--- src/rtl/piso_dir_tx.sv ---
// Parallel-in serial-out transmitter with per-frame shift direction (MSB or LSB first).
// Build option PISO_PARITY_EN appends an even-parity bit after the data bits.
//
// state | meaning
// IDLE  | ready for a new word, serial outputs quiet
// SHIFT | presenting data bits, one per clock
// PAR   | presenting the parity bit (PISO_PARITY_EN only)

module piso_dir_tx #(
    parameter int WIDTH = 4
) (
    input  logic             clk,
    input  logic             R,
    input  logic             load_valid,
    output logic             load_ready,
    input  logic [WIDTH-1:0] din,
    input  logic             dir,
    output logic             sout,
    output logic             sout_valid,
    output logic             sout_last,
    output logic             busy
);

    localparam int CW = $clog2(WIDTH);
    localparam logic [CW-1:0] CNT_LAST = CW'(WIDTH - 1);

`ifdef PISO_PARITY_EN
    typedef enum logic [1:0] {IDLE, SHIFT, PAR} state_t;
    logic par_q;
`else
    typedef enum logic {IDLE, SHIFT} state_t;
`endif

    state_t           state;
    logic [WIDTH-1:0] shreg;
    logic [CW-1:0]    cnt;
    logic             dir_q;

    always_ff @(posedge clk) begin
        if (R) begin
            state <= IDLE;
            shreg <= '0;
            cnt   <= '0;
            dir_q <= 1'b0;
`ifdef PISO_PARITY_EN
            par_q <= 1'b0;
`endif
        end else begin
            case (state)
                IDLE: begin
                    if (load_valid) begin
                        shreg <= din;
                        dir_q <= dir;
                        cnt   <= '0;
                        state <= SHIFT;
`ifdef PISO_PARITY_EN
                        par_q <= ^din;
`endif
                    end
                end
                SHIFT: begin
                    shreg <= dir_q ? (shreg >> 1) : (shreg << 1);
                    if (cnt == CNT_LAST) begin
                        // Wrap to zero so cnt stays in range for non-power-of-two widths.
                        cnt <= '0;
`ifdef PISO_PARITY_EN
                        state <= PAR;
`else
                        state <= IDLE;
`endif
                    end else begin
                        cnt <= cnt + 1'b1;
                    end
                end
`ifdef PISO_PARITY_EN
                PAR: state <= IDLE;
`endif
                default: state <= IDLE;
            endcase
        end
    end

    always_comb begin
        load_ready = (state == IDLE);
        busy       = (state != IDLE);
        sout       = 1'b0;
        sout_valid = 1'b0;
        sout_last  = 1'b0;
        if (state == SHIFT) begin
            sout       = dir_q ? shreg[0] : shreg[WIDTH-1];
            sout_valid = 1'b1;
`ifndef PISO_PARITY_EN
            sout_last  = (cnt == CNT_LAST);
`endif
        end
`ifdef PISO_PARITY_EN
        if (state == PAR) begin
            sout       = par_q;
            sout_valid = 1'b1;
            sout_last  = 1'b1;
        end
`endif
    end

endmodule

--- config.mk ---
export PLATFORM = sky130hd
export DESIGN_NAME = piso_dir_tx
export DESIGN_NICKNAME = d
export VERILOG_FILES = /design/src/rtl/piso_dir_tx.sv
export SDC_FILE = /design/constraint.sdc
export NUM_CORES = 1
export LEC_CHECK = 0
export ABC_AREA = 0
export ABC_CLOCK_PERIOD_IN_PS = 1800
export CAP_MARGIN = 15
export CORE_AREA = 2 2 39 41
export DETAILED_ROUTE_END_ITERATION = 7
export DIE_AREA = 0 0 41 43
export GPL_TIMING_DRIVEN = 0
export HOLD_SLACK_MARGIN = 0.06
export PLACE_DENSITY_LB_ADDON = 0.25
export REMOVE_ABC_BUFFERS = 1
export SYNTH_ARGS = -nofsm -noshare
export SYNTH_HDL_FRONTEND = slang
export SYNTH_SLANG_ARGS = --single-unit
--- constraint.sdc ---
create_clock -name clk -period 1.8 [get_ports clk]
set_input_delay 0.18 -clock clk [delete_from_list [all_inputs] [get_ports clk]]
set_output_delay 0.18 -clock clk [all_outputs]
set_load 0.02 [all_outputs]
==> out/qor.yml <==
setup.worst_path.class: "reg -> out"
ys_seq_area_frac: 0.370
hp-start: "shreg[1]"
htree_levels: 1
start_util: 0.313
ys_warn_count: 0
setup_viol: 0
drv_slew: 0
dieArea_mm2: 0.00176
gp_congestion: 0.572
grt_first_pass_wirelength_um: 1210
vias_per_cell: 4.77
area_growth_syn_to_layout_pct: 30.6
io_buffers: 12
num_vias: 339
min_period_ps: 1710
clock_sinks: 8
clkTransAtPathRegs_ps: 50
clk_latency_ps: 240
critPathMaxStageDelay_ps: 600
end_kind: "primary output"
skew_ps: 1.59
die_y_um: 43
grt_pass1_vias: 293
antennaDiodeCount: 0
nets: 66
ant_nets: 0
powerDensity_mw_per_mm2: 751
holdCritPathClass: "reg -> reg"
clkPwrFrac: 0.308
hold_viol: 0
rsz0062_at_grt: "no"
path_buf_inv: 2
hold_depth: 2
grt-ovfl-total: 0
place_inst: 68
rrSetupSlack_ps: 760
cts_inserted_buffers: 3
worst_pin_slew_ps: 376
detail_route.wl_per_cell_um: 11.1
min_period_over_period: 0.949
drc: 0
drive_gt1_frac: 0.182
first_iter_violations: 0
grt_max_degree: 16
setup_tns_ps: 0
clockBufferDepth: 2
rows: 14
p_int_w: 0.000318
cts-root-buf: "clkbuf_4"
holdPathEnd: "shreg[0]"
cts_tree: "built"
max_cap_violations: 0
cp.required_ps: 1620
status: "finished, final reports clean"
track_usage: 0.105
critPathLaunchType: "flop"
syn_avg_cell_area_um2: 9.62
slew_headroom: 0.748
routed_wirelength_um: 791
leakagePower_nw: 0.219
num_io_pins: 13
dp_hpwl_um: 585
cpLargestDelayFamily: "buffers and inverters"
switching_share: 0.251
die_width_um: 41
fmax_mhz: 586
synthCells: 45
power_switching_w: 0.000107
r2r_end: "dir_q"
antenna_found_initial: 0
crit_chain: "inv_2 > nor2_1 > clkdlybuf4s50_1"
r2r-start: "busy"
dr.pass1.iters: 1
syn_area_um2: 433
ys_types: 21
pwr-share-seq: 0.491
final_cells: 71
vdd_drop_max_v: 0.000308
core_area_mm2: 0.00138
critPathSlowestCell: "clkdlybuf4s50_1"
postCtsSetupBuffers: 0
rr_worst_depth: 3
crit_arrival_ps: 1530
pwr-share-comb: 0.201
cp_max_fo: 15
synth.ff_latch_count: 8
==> metrics by stage <==
stage	worst slack [ps]	hold slack, ps	cell area (um2)	power (W)	utilization
floorplan	322	245	400	0.000256	-
global placement	161	490	541	0.000297	0.391
detailed placement	180	489	541	0.000297	0.391
CTS	65.4	503	564	0.000436	0.408
global route	6.14	527	566	0.000453	0.409
finish	92.6	497	566	0.000425	0.409
==> synth_stat cells <==
library cell,instances,area (um2)
a211oi_1,2,15.0
a211oi_2,2,25.0
a21oi_1,3,15.0
and2_1,1,6.26
and2b_1,1,7.51
buf_1,1,3.75
buf_2,2,10.0
buf_4,1,7.51
buf_6,1,11.3
dfxtp_1,8,160
ha_1,1,12.5
inv_2,1,3.75
mux2_4,2,30.0
mux2i_1,5,50.1
nand2_1,2,7.51
nand3_1,1,5.00
nand3b_1,1,7.51
nor2_1,5,18.8
nor2b_1,3,18.8
nor3b_1,1,7.51
o21ba_1,1,10.0
==> area by class of cell <==
class | instances | area (um2)
fill | 144 | 818
multi-input combinational | 31 | 236
sequential | 8 | 163
timing repair buffer | 12 | 120
clock buffer | 3 | 22.5
tap | 16 | 20.0
inverter | 1 | 3.75
==> worst min-delay path: cells and delay by family (launching register included) <==
kind | cells | cell delay (ps)
AO/OA/AOI/OAI | 1 | 60
flip-flops | 1 | 310
AND/OR/NAND/NOR | 1 | 80
==> power groups by stage <==
| stage | Combinational [W] | Sequential, W | Clock [W] |
|---|---|---|---|
| floorplan | 0.0000440 | 0.000212 | 0 |
| detailed placement | 0.0000861 | 0.000211 | 0 |
| finish | 0.0000853 | 0.000209 | 0.000131 |
| CTS | 0.0000865 | 0.000208 | 0.000141 |
| global placement | 0.0000853 | 0.000212 | 0 |
| global route | 0.0000919 | 0.000211 | 0.000150 |
==> flip-flops by register name (all words and copies together), names as in the netlist <==
name and count:
dir_q 1, busy 1, shreg 4, cnt 2
==> metal layers <==
metal	track usage	vias up	part of all wire	wire (um)
met1	0.135	153	0.47	369
met4	0.0800	0	0	0
met2	0.141	11	0.46	364
met3	0.0314	0	0.073	58
li1	-	175	-	-
met5	0	-	0	0
==> cell usage in the layout, fill, tap and decap left out, types with 2 or more instances in the layout <==
| cell type | instances |
|---|---|
| dfxtp_2 | 2 |
| nor2_1 | 5 |
| clkdlybuf4s50_1 | 12 |
| mux2_4 | 2 |
| nand2_1 | 2 |
| mux2i_1 | 5 |
| a211oi_2 | 2 |
| a21oi_1 | 3 |
| nor2b_1 | 3 |
| clkbuf_4 | 3 |
| dfxtp_1 | 6 |
| a211oi_1 | 2 |
==> worst max path at each step <==
stage	cells after the start	end	startpoint	slack, ps
after global routing	3	sout	busy	6
final	3	sout	busy	90
after global placement	3	sout	busy	160
after CTS	3	sout	busy	70
after floorplan	2	sout	busy	320
after detailed placement	3	sout	busy	180
==> kinds of logic (layout without fill, tap and decap cells) <==
| group | count (synthesis) | in the layout | share of synthesized area |
|---|---|---|---|
| buffers and inverters | 6 | 16 | 0.0838 |
| adders and majority gates | 1 | 1 | 0.0289 |
| AOI/OAI and AO/OA | 8 | 8 | 0.150 |
| DFF | 8 | 8 | 0.370 |
| and+or+nand+nor | 15 | 15 | 0.182 |
| muxes | 7 | 7 | 0.185 |
==> timing repair <==
item,in CTS,in global routing
endpoints found under the setup margin,2,1
resized for setup,1,1
hold buffers,0,0
hold endpoints to repair,0,0
No activity file was read; power rests on OpenSTA's default activity.
